$ cat config.mk
export PLATFORM = sky130hd
export DESIGN_NAME = seq_div_unit_flat
export DESIGN_NICKNAME = d
export VERILOG_FILES = /design/src/rtl/seq_div_pkg.sv /design/src/rtl/seq_div_unit_if.sv /design/src/rtl/seq_div_step.sv /design/src/rtl/seq_div_unit.sv /design/src/flat_wrapper.sv
export SDC_FILE = /design/constraint.sdc
export NUM_CORES = 1
export LEC_CHECK = 0
export ABC_CLOCK_PERIOD_IN_PS = 3900
export CAP_MARGIN = 20
export CORE_ASPECT_RATIO = 1.5
export CORE_MARGIN = 8
export CORE_UTILIZATION = 45
export CTS_CLUSTER_DIAMETER = 30
export CTS_CLUSTER_SIZE = 12
export DETAILED_ROUTE_END_ITERATION = 12
export GPL_ROUTABILITY_DRIVEN = 1
export PLACE_DENSITY = 0.68
export SLEW_MARGIN = 30
export SYNTH_ARGS = -nofsm -noshare
export SYNTH_HDL_FRONTEND = slang
export SYNTH_SLANG_ARGS = --single-unit
$ cat constraint.sdc
create_clock -name clk -period 3.9 [get_ports clk]
set_clock_uncertainty 0.15 [all_clocks]
set_input_delay 0.975 -clock clk [delete_from_list [all_inputs] [get_ports clk]]
set_output_delay 0.975 -clock clk [all_outputs]
set_load 0.05 [all_outputs]
$ cat src/rtl/seq_div_pkg.sv
// Shared types and constants for the sequential restoring divider.
package seq_div_pkg;

    localparam int unsigned DefDw = 32;
    localparam int unsigned DefVw = 32;
    localparam int unsigned DefQw = 14;

    typedef logic [1:0] state_t;

    localparam state_t StIdle = 2'd0;
    localparam state_t StCalc = 2'd1;
    localparam state_t StDone = 2'd2;

    // Width of a counter that must hold 0 .. value-1; never narrower than 1 bit.
    function automatic int unsigned clog2(input int unsigned value);
        int unsigned width;
        width = 1;
        for (int i = 1; i < 32; i++) begin
            if ((32'd1 << i) < value) begin
                width = i + 1;
            end
        end
        return width;
    endfunction

endpackage

$ cat src/rtl/seq_div_unit_if.sv
// Request/result bundle between a divider client (master) and seq_div_unit (slave).
interface seq_div_unit_if #(
    parameter int unsigned DW = 32,
    parameter int unsigned VW = 32,
    parameter int unsigned QW = 14
);
    logic          start;
    logic [DW-1:0] dividend;
    logic [VW-1:0] divisor;
    logic          busy;
    logic          done;
    logic [QW-1:0] quotient;
    logic [VW-1:0] remainder;
    logic          div_by_zero;
    logic          overflow;

    modport master (
        output start, dividend, divisor,
        input  busy, done, quotient, remainder, div_by_zero, overflow
    );

    modport slave (
        input  start, dividend, divisor,
        output busy, done, quotient, remainder, div_by_zero, overflow
    );
endinterface

$ cat src/rtl/seq_div_step.sv
// One radix-2 restoring iteration: shift {rem, quo} left, trial-subtract, shift in the quotient bit.
module seq_div_step #(
    parameter int unsigned DW = 32,
    parameter int unsigned VW = 32
) (
    input  logic [VW-1:0] rem_i,
    input  logic [DW-1:0] quo_i,
    input  logic [VW-1:0] divisor_i,
    output logic [VW-1:0] rem_o,
    output logic [DW-1:0] quo_o
);
    logic [VW:0] shifted;
    logic [VW:0] diff;
    logic        take;

    always_comb begin
        shifted = {rem_i, quo_i[DW-1]};
        diff    = shifted - {1'b0, divisor_i};
        take    = (shifted >= {1'b0, divisor_i});
        rem_o   = take ? diff[VW-1:0] : shifted[VW-1:0];
        quo_o   = {quo_i[DW-2:0], take};
    end
endmodule

$ cat src/rtl/seq_div_unit.sv
// Multi-cycle restoring divider with start/busy/done handshake and saturating quotient.
// Two's-complement operands are supported when SEQ_DIV_SIGNED_EN is defined.
module seq_div_unit
    import seq_div_pkg::*;
#(
    parameter int unsigned DW = DefDw,
    parameter int unsigned VW = DefVw,
    parameter int unsigned QW = DefQw
) (
    input  logic           clk,
    input  logic           rstn,
    seq_div_unit_if.slave  div_io
);
    localparam int unsigned CW = clog2(DW);

    state_t        state_q, state_d;
    logic [CW-1:0] count_q, count_d;
    logic [VW-1:0] rem_q, rem_d;
    logic [VW-1:0] dvs_q, dvs_d;
    // Holds the dividend on capture and fills with quotient bits as CALC shifts.
    logic [DW-1:0] quo_q, quo_d;

    logic          done_q, done_d;
    logic [QW-1:0] qout_q, qout_d;
    logic [VW-1:0] rout_q, rout_d;
    logic          dbz_q, dbz_d;
    logic          ovf_q, ovf_d;

    logic [VW-1:0] step_rem;
    logic [DW-1:0] step_quo;
    logic [DW-1:0] cap_dvd;
    logic [VW-1:0] cap_dvs;
    logic          div_zero;
    logic [QW-1:0] res_quo;
    logic [VW-1:0] res_rem;
    logic          res_ovf;

    seq_div_step #(
        .DW(DW),
        .VW(VW)
    ) u_step (
        .rem_i     (rem_q),
        .quo_i     (quo_q),
        .divisor_i (dvs_q),
        .rem_o     (step_rem),
        .quo_o     (step_quo)
    );

    assign div_zero = (dvs_q == '0);

`ifdef SEQ_DIV_SIGNED_EN
    localparam logic [QW-1:0] QPosMax = {1'b0, {(QW-1){1'b1}}};
    localparam logic [QW-1:0] QNegMin = {1'b1, {(QW-1){1'b0}}};

    logic          sgn_dvd_q, sgn_dvs_q;
    logic          neg_quo;
    logic          q_big;
    logic          q_min;
    logic [VW-1:0] rem_mag;

    // The most negative operand negates to itself, which is already its unsigned magnitude.
    assign cap_dvd = div_io.dividend[DW-1] ? -div_io.dividend : div_io.dividend;
    assign cap_dvs = div_io.divisor[VW-1]  ? -div_io.divisor  : div_io.divisor;

    always_ff @(posedge clk or negedge rstn) begin
        if (!rstn) begin
            sgn_dvd_q <= 1'b0;
            sgn_dvs_q <= 1'b0;
        end else if (state_q == StIdle && div_io.start) begin
            sgn_dvd_q <= div_io.dividend[DW-1];
            sgn_dvs_q <= div_io.divisor[VW-1];
        end
    end

    always_comb begin
        neg_quo = sgn_dvd_q ^ sgn_dvs_q;
        rem_mag = div_zero ? quo_q[VW-1:0] : rem_q;
        res_rem = sgn_dvd_q ? -rem_mag : rem_mag;
        q_big   = |quo_q[DW-1:QW-1];
        q_min   = (quo_q == (DW'(1) << (QW-1)));
        res_ovf = 1'b0;
        if (div_zero) begin
            res_quo = sgn_dvd_q ? QNegMin : QPosMax;
        end else if (q_big && !(neg_quo && q_min)) begin
            res_ovf = 1'b1;
            res_quo = neg_quo ? QNegMin : QPosMax;
        end else begin
            res_quo = neg_quo ? -quo_q[QW-1:0] : quo_q[QW-1:0];
        end
    end
`else
    assign cap_dvd = div_io.dividend;
    assign cap_dvs = div_io.divisor;

    always_comb begin
        res_ovf = !div_zero && (|quo_q[DW-1:QW]);
        res_rem = div_zero ? quo_q[VW-1:0] : rem_q;
        res_quo = (div_zero || res_ovf) ? '1 : quo_q[QW-1:0];
    end
`endif

    always_comb begin
        state_d = state_q;
        count_d = count_q;
        rem_d   = rem_q;
        dvs_d   = dvs_q;
        quo_d   = quo_q;
        done_d  = 1'b0;
        qout_d  = qout_q;
        rout_d  = rout_q;
        dbz_d   = dbz_q;
        ovf_d   = ovf_q;
        unique case (state_q)
            StIdle: begin
                if (div_io.start) begin
                    quo_d   = cap_dvd;
                    dvs_d   = cap_dvs;
                    rem_d   = '0;
                    count_d = '0;
                    state_d = (cap_dvs == '0) ? StDone : StCalc;
                end
            end
            StCalc: begin
                rem_d   = step_rem;
                quo_d   = step_quo;
                count_d = count_q + 1'b1;
                if (count_q == CW'(DW - 1)) begin
                    state_d = StDone;
                end
            end
            StDone: begin
                done_d  = 1'b1;
                qout_d  = res_quo;
                rout_d  = res_rem;
                dbz_d   = div_zero;
                ovf_d   = res_ovf;
                state_d = StIdle;
            end
            default: state_d = StIdle;
        endcase
    end

    always_ff @(posedge clk or negedge rstn) begin
        if (!rstn) begin
            state_q <= StIdle;
            count_q <= '0;
            rem_q   <= '0;
            dvs_q   <= '0;
            quo_q   <= '0;
            done_q  <= 1'b0;
            qout_q  <= '0;
            rout_q  <= '0;
            dbz_q   <= 1'b0;
            ovf_q   <= 1'b0;
        end else begin
            state_q <= state_d;
            count_q <= count_d;
            rem_q   <= rem_d;
            dvs_q   <= dvs_d;
            quo_q   <= quo_d;
            done_q  <= done_d;
            qout_q  <= qout_d;
            rout_q  <= rout_d;
            dbz_q   <= dbz_d;
            ovf_q   <= ovf_d;
        end
    end

    // done is registered, so busy must also cover the cycle in which done is high.
    assign div_io.busy        = (state_q != StIdle) || done_q;
    assign div_io.done        = done_q;
    assign div_io.quotient    = qout_q;
    assign div_io.remainder   = rout_q;
    assign div_io.div_by_zero = dbz_q;
    assign div_io.overflow    = ovf_q;
endmodule

$ cat src/flat_wrapper.sv
// flat-port wrapper written by rule: the top's interface ports become plain ports
module seq_div_unit_flat import seq_div_pkg::*;
#(
    parameter int unsigned DW = DefDw,
    parameter int unsigned VW = DefVw,
    parameter int unsigned QW = DefQw
)
  (clk, rstn, div_io_start, div_io_dividend, div_io_divisor, div_io_busy, div_io_done, div_io_quotient, div_io_remainder, div_io_div_by_zero, div_io_overflow);
  seq_div_unit_if #(.DW(DW), .VW(VW), .QW(QW)) div_io_i ();
  input  logic clk;
  input  logic rstn;
  input wire logic [$bits(div_io_i.start)-1:0] div_io_start;
  input wire logic [$bits(div_io_i.dividend)-1:0] div_io_dividend;
  input wire logic [$bits(div_io_i.divisor)-1:0] div_io_divisor;
  output wire logic [$bits(div_io_i.busy)-1:0] div_io_busy;
  output wire logic [$bits(div_io_i.done)-1:0] div_io_done;
  output wire logic [$bits(div_io_i.quotient)-1:0] div_io_quotient;
  output wire logic [$bits(div_io_i.remainder)-1:0] div_io_remainder;
  output wire logic [$bits(div_io_i.div_by_zero)-1:0] div_io_div_by_zero;
  output wire logic [$bits(div_io_i.overflow)-1:0] div_io_overflow;
  assign div_io_i.start = div_io_start;
  assign div_io_i.dividend = div_io_dividend;
  assign div_io_i.divisor = div_io_divisor;
  assign div_io_busy = div_io_i.busy;
  assign div_io_done = div_io_i.done;
  assign div_io_quotient = div_io_i.quotient;
  assign div_io_remainder = div_io_i.remainder;
  assign div_io_div_by_zero = div_io_i.div_by_zero;
  assign div_io_overflow = div_io_i.overflow;
  seq_div_unit #(.DW(DW), .VW(VW), .QW(QW)) u_core (.clk(clk), .rstn(rstn), .div_io(div_io_i));
endmodule
==> metrics, run 1 <==
path category of the worst min-delay check=flop to flop; die height=184.2 um; Avg Vias per Cell=5.563; depth of the worst register-to-register path=13; most frequent standard cell in the layout excluding fill and tap cells=sky130_fd_sc_hd__dfrtp_1; top sig layer=met4; status=finished clean; final count of pins violating max slew=0; remaining design rule violation count=0; Slew HR=53.09%; HPWL after DPL=17470 um; flops & latches, synth=152; DRC violation total after the first TritonRoute iteration=506; num rows=61; cts bufs inserted=17; global placement routability congestion=0.9595; largest net degree at the start of global routing=70; Synth Net Count=1042; Die W=128.1 um; total wire length=23360 um; final count of negative-setup-slack endpoints=0; number of fill cells=1685; area of the placeable core=18550 um^2; number of top-level pins=117; distinct cell type count of the synthesized netlist=60; Most used DFF post-synth=sky130_fd_sc_hd__dfrtp_1; Post-CTS Setup Bufs=0; maximum fanout count along the critical path=62; vias in the first global route=7248; Post-Route Hold Slack=0.3251 ns; all-layer global routing usage=20.21%; number of diodes=0; critical path endpoint=u_core.rem_q[4]$_DFFE_PN0P_; Worst Setup SP=u_core.dvs_q[1]$_DFFE_PN0P_; post-synthesis instance area=8487 um^2; Layout area overhead=23.40%; Leakage=4.455 nW; most frequent cells in the layout=sky130_fd_sc_hd__dfrtp_1 (151), sky130_fd_sc_hd__nand2_1 (148), sky130_fd_sc_hd__o21ai_0 (131); CTS HTree Levels=4; DR vias=7204; average instance area after synthesis=9.029 um^2; total number of yosys warnings=0; Final Net Count=1132; post-synthesis async set-or-reset flop share=100.0%; number of antenna violations at the first check in global routing=0; TritonRoute pass-1 iters=5; Crit Reg-Reg Endpoint=u_core.rem_q[4]$_DFFE_PN0P_; share of the cycle needed by the critical path after routing=83.95%; Register-to-Register Setup Slack=0.63 ns; global route overflow=0; final hold violation count=0; metal1 wirelength=10120 um; clock sinks=152; global-route wire length before repair=37960 um; fraction of final layout cells sized beyond drive strength 1=5.849%; worst reg2reg path startpoint=u_core.dvs_q[1]$_DFFE_PN0P_; CTS root buf=sky130_fd_sc_hd__clkbuf_16; number of port buffers=116; Slew @ Worst Pin=0.7015 ns; minimum period implied by the final worst setup slack=3.274 ns; Final ANT Viol Nets=0; overall die area=23600 um^2; met2 wire length=11730 um; portion of the post-synthesis area used by sequential elements=44.82%; Peak Freq=0.3054 GHz; count of flip-flops with a built-in enable after synthesis=0; max-capacitance violation count=0; # resized after CTS=0; initial cell density of the core=45.76%; buffer levels on the longest clock path=2; number of instances in the synthesized netlist=940; PwrDens=930.8 nW/um^2; arrival time reported for the critical path endpoint=3.41 ns; post-detailed-route wirelength per cell=18.04 um; Setup crit start kind=flop; clock insertion delay at the later pin of the skew report=0.42 ns; CTS clock-pin slew for the worst setup and hold paths=0.06 ns; required time at the worst-slack endpoint=4.04 ns; number of buffers added to fix hold violations after cts=0; accumulated negative setup slack=0 ns; largest vdd supply drop=0.4458 mV; met3 wire length=943 um; clock tree from TritonCTS=done; critical path type=flop to flop; unrepaired setup endpoints after global routing=no; kind of end point of the critical path=flop
==> how the worst min path moves through the flow <==
stage                                                       start                                       to  slack [ns]  depth (start not counted)
after global placement    u_core.div_io.remainder[10]$_DFFE_PN0P_  u_core.div_io.remainder[10]$_DFFE_PN0P_        0.31                          2
final                     u_core.div_io.remainder[16]$_DFFE_PN0P_  u_core.div_io.remainder[16]$_DFFE_PN0P_        0.33                          2
after CTS                 u_core.div_io.remainder[16]$_DFFE_PN0P_  u_core.div_io.remainder[16]$_DFFE_PN0P_        0.33                          2
after floorplan                     u_core.count_q[3]$_DFFE_PN0P_            u_core.count_q[3]$_DFFE_PN0P_        0.30                          1
after global routing      u_core.div_io.remainder[22]$_DFFE_PN0P_  u_core.div_io.remainder[22]$_DFFE_PN0P_        0.35                          2
after detailed placement    u_core.div_io.div_by_zero$_DFFE_PN0P_    u_core.div_io.div_by_zero$_DFFE_PN0P_        0.32                          2
==> through the flow <==
stage	cells	utilization [%]	instance area, um^2	power, mW	setup WS [ns]
global route	1295	56.47	10470	10.49	0.4156
CTS	1295	56.47	10470	9.766	0.6487
finish	1295	56.47	10470	9.748	0.6261
global placement	1263	53.44	9911	8.094	0.7216
detailed placement	1263	53.44	9911	8.157	0.6600
floorplan	940	-	8487	6.640	0.8874
==> final cells by class <==
type	count	area, um^2	share of cell area (%)
multi-input combinational	689	4323	41.28
sequential	152	3805	36.33
timing repair buffer	130	1318	12.58
clock buffer	18	429.2	4.098
tap	252	315.3	3.011
inverter	40	150.1	1.434
clock inverter	14	132.6	1.266
==> kinds of logic (layout without fill, tap and decap cells) <==
group / Yosys count / in the layout / share of synthesized area [%]
DFF: 152 / 152 / 44.82
adders and majority gates: 35 / 35 / 5.248
AOI/OAI and AO/OA: 301 / 301 / 21.45
muxes: 37 / 37 / 4.379
xor gates and xnor gates: 25 / 25 / 2.580
buffers and inverters: 99 / 202 / 4.585
and+or+nand+nor: 291 / 291 / 16.94
==> cells in the mapped netlist (8+ instances only) <==
| master | count | area, um^2 |
|---|---|---|
| sky130_fd_sc_hd__o22a_1 | 14 | 122.6 |
| sky130_fd_sc_hd__nand2_1 | 148 | 555.5 |
| sky130_fd_sc_hd__nand4_1 | 11 | 68.82 |
| sky130_fd_sc_hd__nor2_1 | 33 | 123.9 |
| sky130_fd_sc_hd__o21bai_1 | 8 | 60.06 |
| sky130_fd_sc_hd__ha_1 | 34 | 425.4 |
| sky130_fd_sc_hd__o31ai_1 | 10 | 75.07 |
| sky130_fd_sc_hd__a21oi_1 | 74 | 370.4 |
| sky130_fd_sc_hd__a21o_1 | 13 | 97.59 |
| sky130_fd_sc_hd__nor4_1 | 21 | 131.4 |
| sky130_fd_sc_hd__inv_1 | 39 | 146.4 |
| sky130_fd_sc_hd__o21ai_0 | 131 | 655.6 |
| sky130_fd_sc_hd__nor3_1 | 10 | 50.05 |
| sky130_fd_sc_hd__dfrtp_1 | 152 | 3804 |
| sky130_fd_sc_hd__xor2_1 | 11 | 96.34 |
| sky130_fd_sc_hd__and3b_1 | 31 | 271.5 |
| sky130_fd_sc_hd__a32oi_1 | 11 | 96.34 |
| sky130_fd_sc_hd__xnor2_1 | 14 | 122.6 |
| sky130_fd_sc_hd__clkbuf_1 | 49 | 183.9 |
| sky130_fd_sc_hd__mux2i_1 | 36 | 360.4 |
==> critical path: stages (launching register included) <==
cell and delay, ns:
sky130_fd_sc_hd__dfrtp_1 0.43, sky130_fd_sc_hd__inv_1 0.08, sky130_fd_sc_hd__ha_1 0.31, sky130_fd_sc_hd__nor2b_1 0.16
sky130_fd_sc_hd__o31a_1 0.27, sky130_fd_sc_hd__o31a_1 0.30, sky130_fd_sc_hd__o21a_1 0.24, sky130_fd_sc_hd__o2111ai_2 0.22
sky130_fd_sc_hd__nand2_1 0.20, sky130_fd_sc_hd__a21oi_4 0.18, sky130_fd_sc_hd__buf_12 0.28, sky130_fd_sc_hd__a211oi_1 0.10
sky130_fd_sc_hd__a21oi_1 0.13, sky130_fd_sc_hd__o21ai_0 0.09
==> report_power, final <==
group          total (mW)  leakage [nW]  internal, mW  switching (mW)
combinational        5.43          2.30          2.10            3.33
sequential           2.75          1.89          2.20           0.556
clock                1.57         0.263         0.843           0.726
total                9.75          4.45          5.14            4.61
==> sequential cells by signal, summed over array words and instances (netlist names), 2 cells and up <==
name and cells:
u_core.count_q 5, u_core.dvs_q 32, u_core.quo_q 32, u_core.rem_q 32
u_core.div_io.quotient 14, u_core.state_q 2, u_core.div_io.remainder 32
==> layer usage <==
| metal | vias up | global-route usage, % |
|---|---|---|
| li1 | 3540 | - |
| met1 | 3445 | 25.25 |
| met2 | 181 | 34.67 |
| met3 | 38 | 2.777 |
| met4 | 0 | 7.545 |
| met5 | - | 0 |
Power figures use the tool's default switching activity.
==> inputs of run 2 (changes only) <==
Settings changed: ABC_CLOCK_PERIOD_IN_PS 3900 to 3400.
Clock period 3.9 ns to 3.4 ns, I/O delays scaled along.
==> metrics, run 2 (same netlist as run 1, synthesis figures left out) <==
post-detailed-route wirelength per cell=17.86 um; required time at the worst-slack endpoint=3.59 ns; PwrDens=1069 nW/um^2; all-layer global routing usage=19.90%; fraction of final layout cells sized beyond drive strength 1=6.578%; Slew @ Worst Pin=0.6470 ns; vias in the first global route=7166; accumulated negative setup slack=0 ns; Peak Freq=0.3095 GHz; total wire length=23240 um; Worst Setup SP=u_core.rem_q[23]$_DFFE_PN0P_; depth of the worst register-to-register path=12; largest net degree at the start of global routing=68; clock sinks=152; number of antenna violations at the first check in global routing=0; kind of end point of the critical path=flop; num rows=61; CP Cell Sequence=ha_1, nand2_1, o21ai_0, a31oi_1, o21ai_0, nand2b_1, nand3_1, a21oi_4, buf_12, a211oi_1, a21oi_1, o21ai_0; clock insertion delay at the later pin of the skew report=0.43 ns; global-route wire length before repair=37380 um; CTS HTree Levels=4; clock tree from TritonCTS=done; most frequent cells in the layout=sky130_fd_sc_hd__dfrtp_1 (151), sky130_fd_sc_hd__nand2_1 (148), sky130_fd_sc_hd__o21ai_0 (131); arrival time reported for the critical path endpoint=3.42 ns; TritonRoute pass-1 iters=4; area of the placeable core=18550 um^2; minimum period implied by the final worst setup slack=3.231 ns; Avg Vias per Cell=5.515; max-capacitance violation count=0; number of fill cells=1712; buffer levels on the longest clock path=2; global route overflow=0; global placement routability congestion=0.8952; Post-Route Hold Slack=0.2656 ns; met2 wire length=11210 um; Crit Reg-Reg Endpoint=u_core.rem_q[3]$_DFFE_PN0P_; worst reg2reg path startpoint=u_core.rem_q[23]$_DFFE_PN0P_; overall die area=23600 um^2; CTS clock-pin slew for the worst setup and hold paths=0.07 ns; die height=184.2 um; Post-CTS Setup Bufs=0; final hold violation count=0; DR vias=7175; remaining design rule violation count=0; Leakage=4.509 nW; maximum fanout count along the critical path=31; HPWL after DPL=17220 um; Slew HR=56.86%; final count of pins violating max slew=0; maximum cell stage delay along the critical path=0.46 ns; critical path endpoint=u_core.rem_q[3]$_DFFE_PN0P_; number of port buffers=116; status=finished clean; cell at the slowest stage of the critical path=sky130_fd_sc_hd__ha_1; largest vdd supply drop=0.4476 mV; DRC violation total after the first TritonRoute iteration=566; Setup crit start kind=flop; Layout area overhead=24.40%; number of diodes=0; critical path type=flop to flop; # resized after CTS=0; initial cell density of the core=45.76%; Die W=128.1 um; CTS root buf=sky130_fd_sc_hd__clkbuf_16; top sig layer=met4; met3 wire length=930 um; number of top-level pins=117; unrepaired setup endpoints after global routing=no; Register-to-Register Setup Slack=0.17 ns; cts bufs inserted=17; share of the cycle needed by the critical path after routing=95.04%; path category of the worst min-delay check=input port to async pin; most frequent standard cell in the layout excluding fill and tap cells=sky130_fd_sc_hd__dfrtp_1; number of buffers added to fix hold violations after cts=0; Final Net Count=1138; metal1 wirelength=10540 um; Final ANT Viol Nets=0; crit-path most repeated cell=sky130_fd_sc_hd__o21ai_0; final count of negative-setup-slack endpoints=0
[run 2: critical path, delay by kind of cell (launching register included)]
family | cells | cell delay [ns]
AOI/OAI and AO/OA | 7 | 1.57
adders and majority gates | 1 | 0.46
buffers and inverters | 1 | 0.18
DFF | 1 | 0.43
and+or+nand+nor | 3 | 0.34
[run 2: metal layers]
layer,global-route usage (%),vias up
li1,-,3560
met1,25.59,3413
met2,32.99,165
met3,3.066,37
met4,7.593,0
met5,0,-
[run 2: worst min-delay path by stage]
| stage | start | end | cells past startpoint |
|---|---|---|---|
| floorplan | u_core.count_q[3]$_DFFE_PN0P_ | u_core.count_q[3]$_DFFE_PN0P_ | 1 |
| global placement | u_core.div_io.div_by_zero$_DFFE_PN0P_ | u_core.div_io.div_by_zero$_DFFE_PN0P_ | 2 |
| detailed placement | u_core.div_io.div_by_zero$_DFFE_PN0P_ | u_core.div_io.div_by_zero$_DFFE_PN0P_ | 2 |
| CTS | rstn | u_core.rem_q[3]$_DFFE_PN0P_ | 1 |
| global route | rstn | u_core.rem_q[3]$_DFFE_PN0P_ | 1 |
| finish | rstn | u_core.rem_q[3]$_DFFE_PN0P_ | 1 |
[run 2: final cells by class]
type | instances | area (um^2) | area share [%]
clock buffers | 18 | 439.2 | 4.160
clock inverters | 14 | 130.1 | 1.233
inverters | 40 | 150.1 | 1.422
well taps | 252 | 315.3 | 2.986
flip-flops and latches | 152 | 3805 | 36.04
repair buffers | 136 | 1393 | 13.19
multi-input cells | 689 | 4325 | 40.97
[run 2: where the power goes]
part           leakage [nW]  internal, mW  total [mW]  switching, mW
sequential             1.89          2.52        3.16          0.638
combinational          2.34          2.48        6.30           3.82
clock                 0.276         0.987        1.83          0.846
[run 2: through the flow]
step	setup slack, ns	cell area (um^2)	total power, mW	std cells	utilization [%]
final	0.1688	10560	11.29	1301	56.93
after global routing	0.008776	10560	12.13	1301	56.93
after CTS	0.1536	10530	11.21	1300	56.78
after detailed placement	0.1894	9961	9.350	1268	53.71
after global placement	0.2656	9961	9.243	1268	53.71
after floorplan	0.3874	8487	7.617	940	-
==> inputs of run 3 (changes only) <==
Settings changed: CORE_MARGIN 8 to not set.
==> metrics, run 3 (same netlist as run 1, synthesis figures left out) <==
status=finished clean; clock insertion delay at the later pin of the skew report=0.42 ns; Overall Power=11.24 mW; most frequent standard cell in the layout excluding fill and tap cells=sky130_fd_sc_hd__dfrtp_1; number of buffers added to fix hold violations after cts=0; max-capacitance violation count=0; maximum fanout count along the critical path=62; Layout area overhead=24.03%; TritonRoute pass-1 iters=5; Die W=114.1 um; clock share of power=16.4%; DR vias=7167; DRC violation total after the first TritonRoute iteration=515; initial cell density of the core=45.95%; number of diodes=0; buffer levels on the longest clock path=2; minimum period implied by the final worst setup slack=3.233 ns; global route overflow=0; top cell family by delay on the critical path=compound AO/OA/AOI/OAI gates; largest vdd supply drop=0.5701 mV; CTS root buf=sky130_fd_sc_hd__clkbuf_16; share of power burned in combinational logic=55.6%; maximum cell stage delay along the critical path=0.39 ns; required time at the worst-slack endpoint=3.53 ns; number of buffers and inverters on the critical path=2; CTS HTree Levels=4; Final Net Count=1139; CP Cell Sequence=inv_1, ha_1, nor2b_1, o31a_1, o31a_1, o21a_1, o2111ai_2, nand2_1, a21oi_4, buf_12, mux2i_1, o21ai_1; Avg Vias per Cell=5.509; final count of negative-setup-slack endpoints=0; switching power share of the total=46.62%; area of the placeable core=18470 um^2; Leakage=4.496 nW; post-placement worst setup slack=0.2050 ns; share of power burned in registers=28.0%; Peak Freq=0.3094 GHz; Slew HR=48.10%; Setup WS post-layout=0.1674 ns; clock sinks=152; PwrDens=1067 nW/um^2; Final ANT Viol Nets=0; global-route wire length before repair=36680 um; clock tree from TritonCTS=done; number of antenna violations at the first check in global routing=0; HPWL after DPL=16790 um; cts bufs inserted=17; Post-CTS Setup Bufs=0; accumulated negative setup slack=0 ns; Worst Setup SP=u_core.dvs_q[1]$_DFFE_PN0P_; final hold violation count=0; vias in the first global route=7077; global placement routability congestion=0.9192; arrival time reported for the critical path endpoint=3.36 ns; number of port buffers=116; most frequent cells in the layout=sky130_fd_sc_hd__dfrtp_1 (151), sky130_fd_sc_hd__nand2_1 (148), sky130_fd_sc_hd__o21ai_0 (131); share of the cycle needed by the critical path after routing=95.08%; Setup crit start kind=flop; worst reg2reg path startpoint=u_core.dvs_q[1]$_DFFE_PN0P_; unrepaired setup endpoints after global routing=no; # resized after CTS=0; all-layer global routing usage=24.46%; final count of pins violating max slew=0; Pint=5.998 mW; overall die area=19420 um^2; critical path type=flop to flop; path category of the worst min-delay check=input port to async pin; kind of end point of the critical path=flop; number of top-level pins=117; fraction of final layout cells sized beyond drive strength 1=6.482%; Slew @ Worst Pin=0.7786 ns; switching power=5.238 mW; crit-path most repeated cell=sky130_fd_sc_hd__o31a_1; num rows=61; die height=170.2 um; remaining design rule violation count=0; number of fill cells=1763; CTS clock-pin slew for the worst setup and hold paths=0.07 ns; cell at the slowest stage of the critical path=sky130_fd_sc_hd__dfrtp_1; largest net degree at the start of global routing=69; total wire length=22680 um; post-detailed-route wirelength per cell=17.43 um
run 3: worst reg2reg max path, cell delays in order, from the launching register on:
cell and delay (ns):
sky130_fd_sc_hd__dfrtp_1 0.39, sky130_fd_sc_hd__inv_1 0.08, sky130_fd_sc_hd__ha_1 0.32, sky130_fd_sc_hd__nor2b_1 0.15
sky130_fd_sc_hd__o31a_1 0.28, sky130_fd_sc_hd__o31a_1 0.28, sky130_fd_sc_hd__o21a_1 0.23, sky130_fd_sc_hd__o2111ai_2 0.23
sky130_fd_sc_hd__nand2_1 0.19, sky130_fd_sc_hd__a21oi_4 0.18, sky130_fd_sc_hd__buf_12 0.27, sky130_fd_sc_hd__mux2i_1 0.25
sky130_fd_sc_hd__o21ai_1 0.07
run 3: per-layer routing:
metal  global-route usage (%)  vias up  routed length (um)
li1                         -     3545                   -
met1                    31.65     3444               10120
met2                    42.40      152               11510
met3                    3.490       26                 668
met4                    6.832        0                 381
met5                        0        -                   0
run 3: worst paths after layout:
check                      slack, ns                                      end  depth (start not counted)
setup reg to reg                0.17             u_core.rem_q[21]$_DFFE_PN0P_                         12
setup / recovery                0.17             u_core.rem_q[21]$_DFFE_PN0P_                         12
max in group asynchronous       2.02              u_core.dvs_q[5]$_DFFE_PN0P_                          2
min in group clk                0.33  u_core.div_io.remainder[18]$_DFFE_PN0P_                          2
hold / removal                  0.25  u_core.div_io.remainder[22]$_DFFE_PN0P_                          1
hold reg to reg                 0.33  u_core.div_io.remainder[18]$_DFFE_PN0P_                          2
run 3: layout make-up:
class	count	area (um^2)	share of cell area [%]
inverters	40	150.1	1.426
well taps	252	315.3	2.995
multi-input cells	689	4323	41.07
clock buffers	18	439.2	4.172
flip-flops and latches	152	3805	36.15
clock inverters	13	136.4	1.296
repair buffers	137	1358	12.90
run 3: through the flow:
step / hold WS (ns) / utilization (%) / std cells / cell area, um^2
after floorplan: 0.3002 / - / 940 / 8487
after global placement: 0.3118 / 53.87 / 1270 / 9951
after detailed placement: 0.3213 / 53.87 / 1270 / 9951
after CTS: 0.2728 / 56.99 / 1301 / 10530
after global routing: 0.2903 / 56.99 / 1301 / 10530
final: 0.2506 / 56.99 / 1301 / 10530
run 3: power groups by stage:
stage	clock, mW	sequential (mW)	combinational (mW)
finish	1.84	3.15	6.24
global route	1.95	3.24	6.92
CTS	1.87	3.15	6.24
detailed placement	0	3.18	6.20
global placement	0	3.15	6.16
floorplan	0	3.52	4.09
==> edit (flow settings as in run 2) <==
Add a define of `SEQ_DIV_SIGNED_EN`.
--- a/src/rtl/seq_div_unit.sv
+++ b/src/rtl/seq_div_unit.sv
@@ -1,4 +1,6 @@
 // Multi-cycle restoring divider with start/busy/done handshake and saturating quotient.
 // Two's-complement operands are supported when SEQ_DIV_SIGNED_EN is defined.
+`define SEQ_DIV_SIGNED_EN
+
 module seq_div_unit
     import seq_div_pkg::*;
Formal check against the unedited RTL: not equivalent (Yosys sat finds a counterexample within 4 cycles, from zero or initial values and one cycle with rstn low).
==> edit against run 2 <==
The flow now finishes with violations (negative setup slack). Sequential share of layout area down 12 points. Cell area up 54%. Routed wire length up 79%. Clock power up 16%. Utilization up 6.6 points. Non-clock buffer count up 274. Setup slack worse by 420 ps. Die area up 32%. Total power up 39%. Largest power group unchanged. Sequential cell count up 2. Area after synthesis up 37%. Largest cell class unchanged. Sequential power up 2%.
==> edit: results <==
metrics = {
    "run_status": {
        "status": "finished with violations",
        "failed_checks": "negative setup slack",
    },
    "pwr": {
        "powerSeq_w": 0.00323,
        "pwr-share-clk_pct": 13.5,
        "ir_drop_mv": 0.5091,
    },
    "synthesis": {
        "synth_nets": 1577,
        "yosys-top-cells-count": "nand2_1, o21ai_0, dfrtp_1",
        "ys_types": 68,
    },
    "layout": {
        "nets": 1911,
        "drive_gt1_share_pct": 24.04,
        "fillers": 2290,
    },
    "setup_path": {
        "reg2reg_from": "u_core.dvs_q[23]",
        "r2r_cells": 17,
        "cp-endpoint": "u_core.div_io.remainder[26]",
        "path_max_fanout": 5,
    },
    "sta": {
        "fin_tns_setup_ps": -1890,
        "worst_slew_pin_slew_ps": 833.5,
        "setup_viol": 14,
        "setup_ws_ps": -249.5,
    },
    "global_route": {
        "grt_max_degree": 86,
        "met1_usage_pct": 26.04,
        "grtUsageTotal_pct": 26.72,
        "grt_use_met2_pct": 50.06,
        "grt_first_pass_wirelength_mm": 66.19,
    },
    "routing": {
        "routed-wl-met3_mm": 2.125,
        "drtIter0Drc": 861,
    },
    "place": {
        "dpl_cell_area_um2": 14950,
        "dp_hpwl_mm": 31.74,
    },
}
edit: through the flow:
step	setup slack [ps]	instances	power (W)
global placement	-871.6	2090	0.01283
detailed placement	-934.4	2090	0.01302
global route	-479.5	2151	0.01683
floorplan	-351.7	1471	0.009144
finish	-249.5	2151	0.01566
CTS	-366.3	2145	0.01533
edit: worst max-delay path, stage by stage, from the launching register on:
cell,delay [ps]
dfrtp_1,380
nor4_2,280
buf_4,150
nand4_1,120
buf_4,180
or2_4,270
a21oi_4,170
ha_2,190
buf_4,110
nand2_2,60
or4_4,450
buf_4,160
nor4_2,170
nand2_1,140
nand3_4,130
nand4_1,130
xor2_1,190
o21ai_1,70
edit: what timing repair did:
item                       in CTS  in global routing
buffers inserted               23                  5
setup endpoints to repair      26                 64
gates cloned                    0                  1
resized for setup              58                 72
pin swaps                      21                 31
edit: logic make-up after synthesis:
family | after synthesis | synth area share, %
AO/OA/AOI/OAI | 468 | 24.56
adder cells (fa/ha/maj) | 39 | 4.275
XOR/XNOR | 114 | 8.615
multiplexers | 30 | 2.828
AND/OR/NAND/NOR | 522 | 21.74
buffers and inverters | 144 | 4.729
flip-flops | 154 | 33.25
edit: cell type report:
| cell class | count | area [um2] | share of cell area [%] |
|---|---|---|---|
| Inverter | 49 | 183.9 | 1.132 |
| Clock buffer | 19 | 432.9 | 2.664 |
| Multi-Input combinational cell | 1173 | 7656 | 47.11 |
| Timing Repair Buffer | 410 | 3508 | 21.59 |
| Sequential cell | 154 | 3854 | 23.71 |
| Tap cell | 333 | 416.7 | 2.564 |
| Clock inverter | 13 | 200.2 | 1.232 |
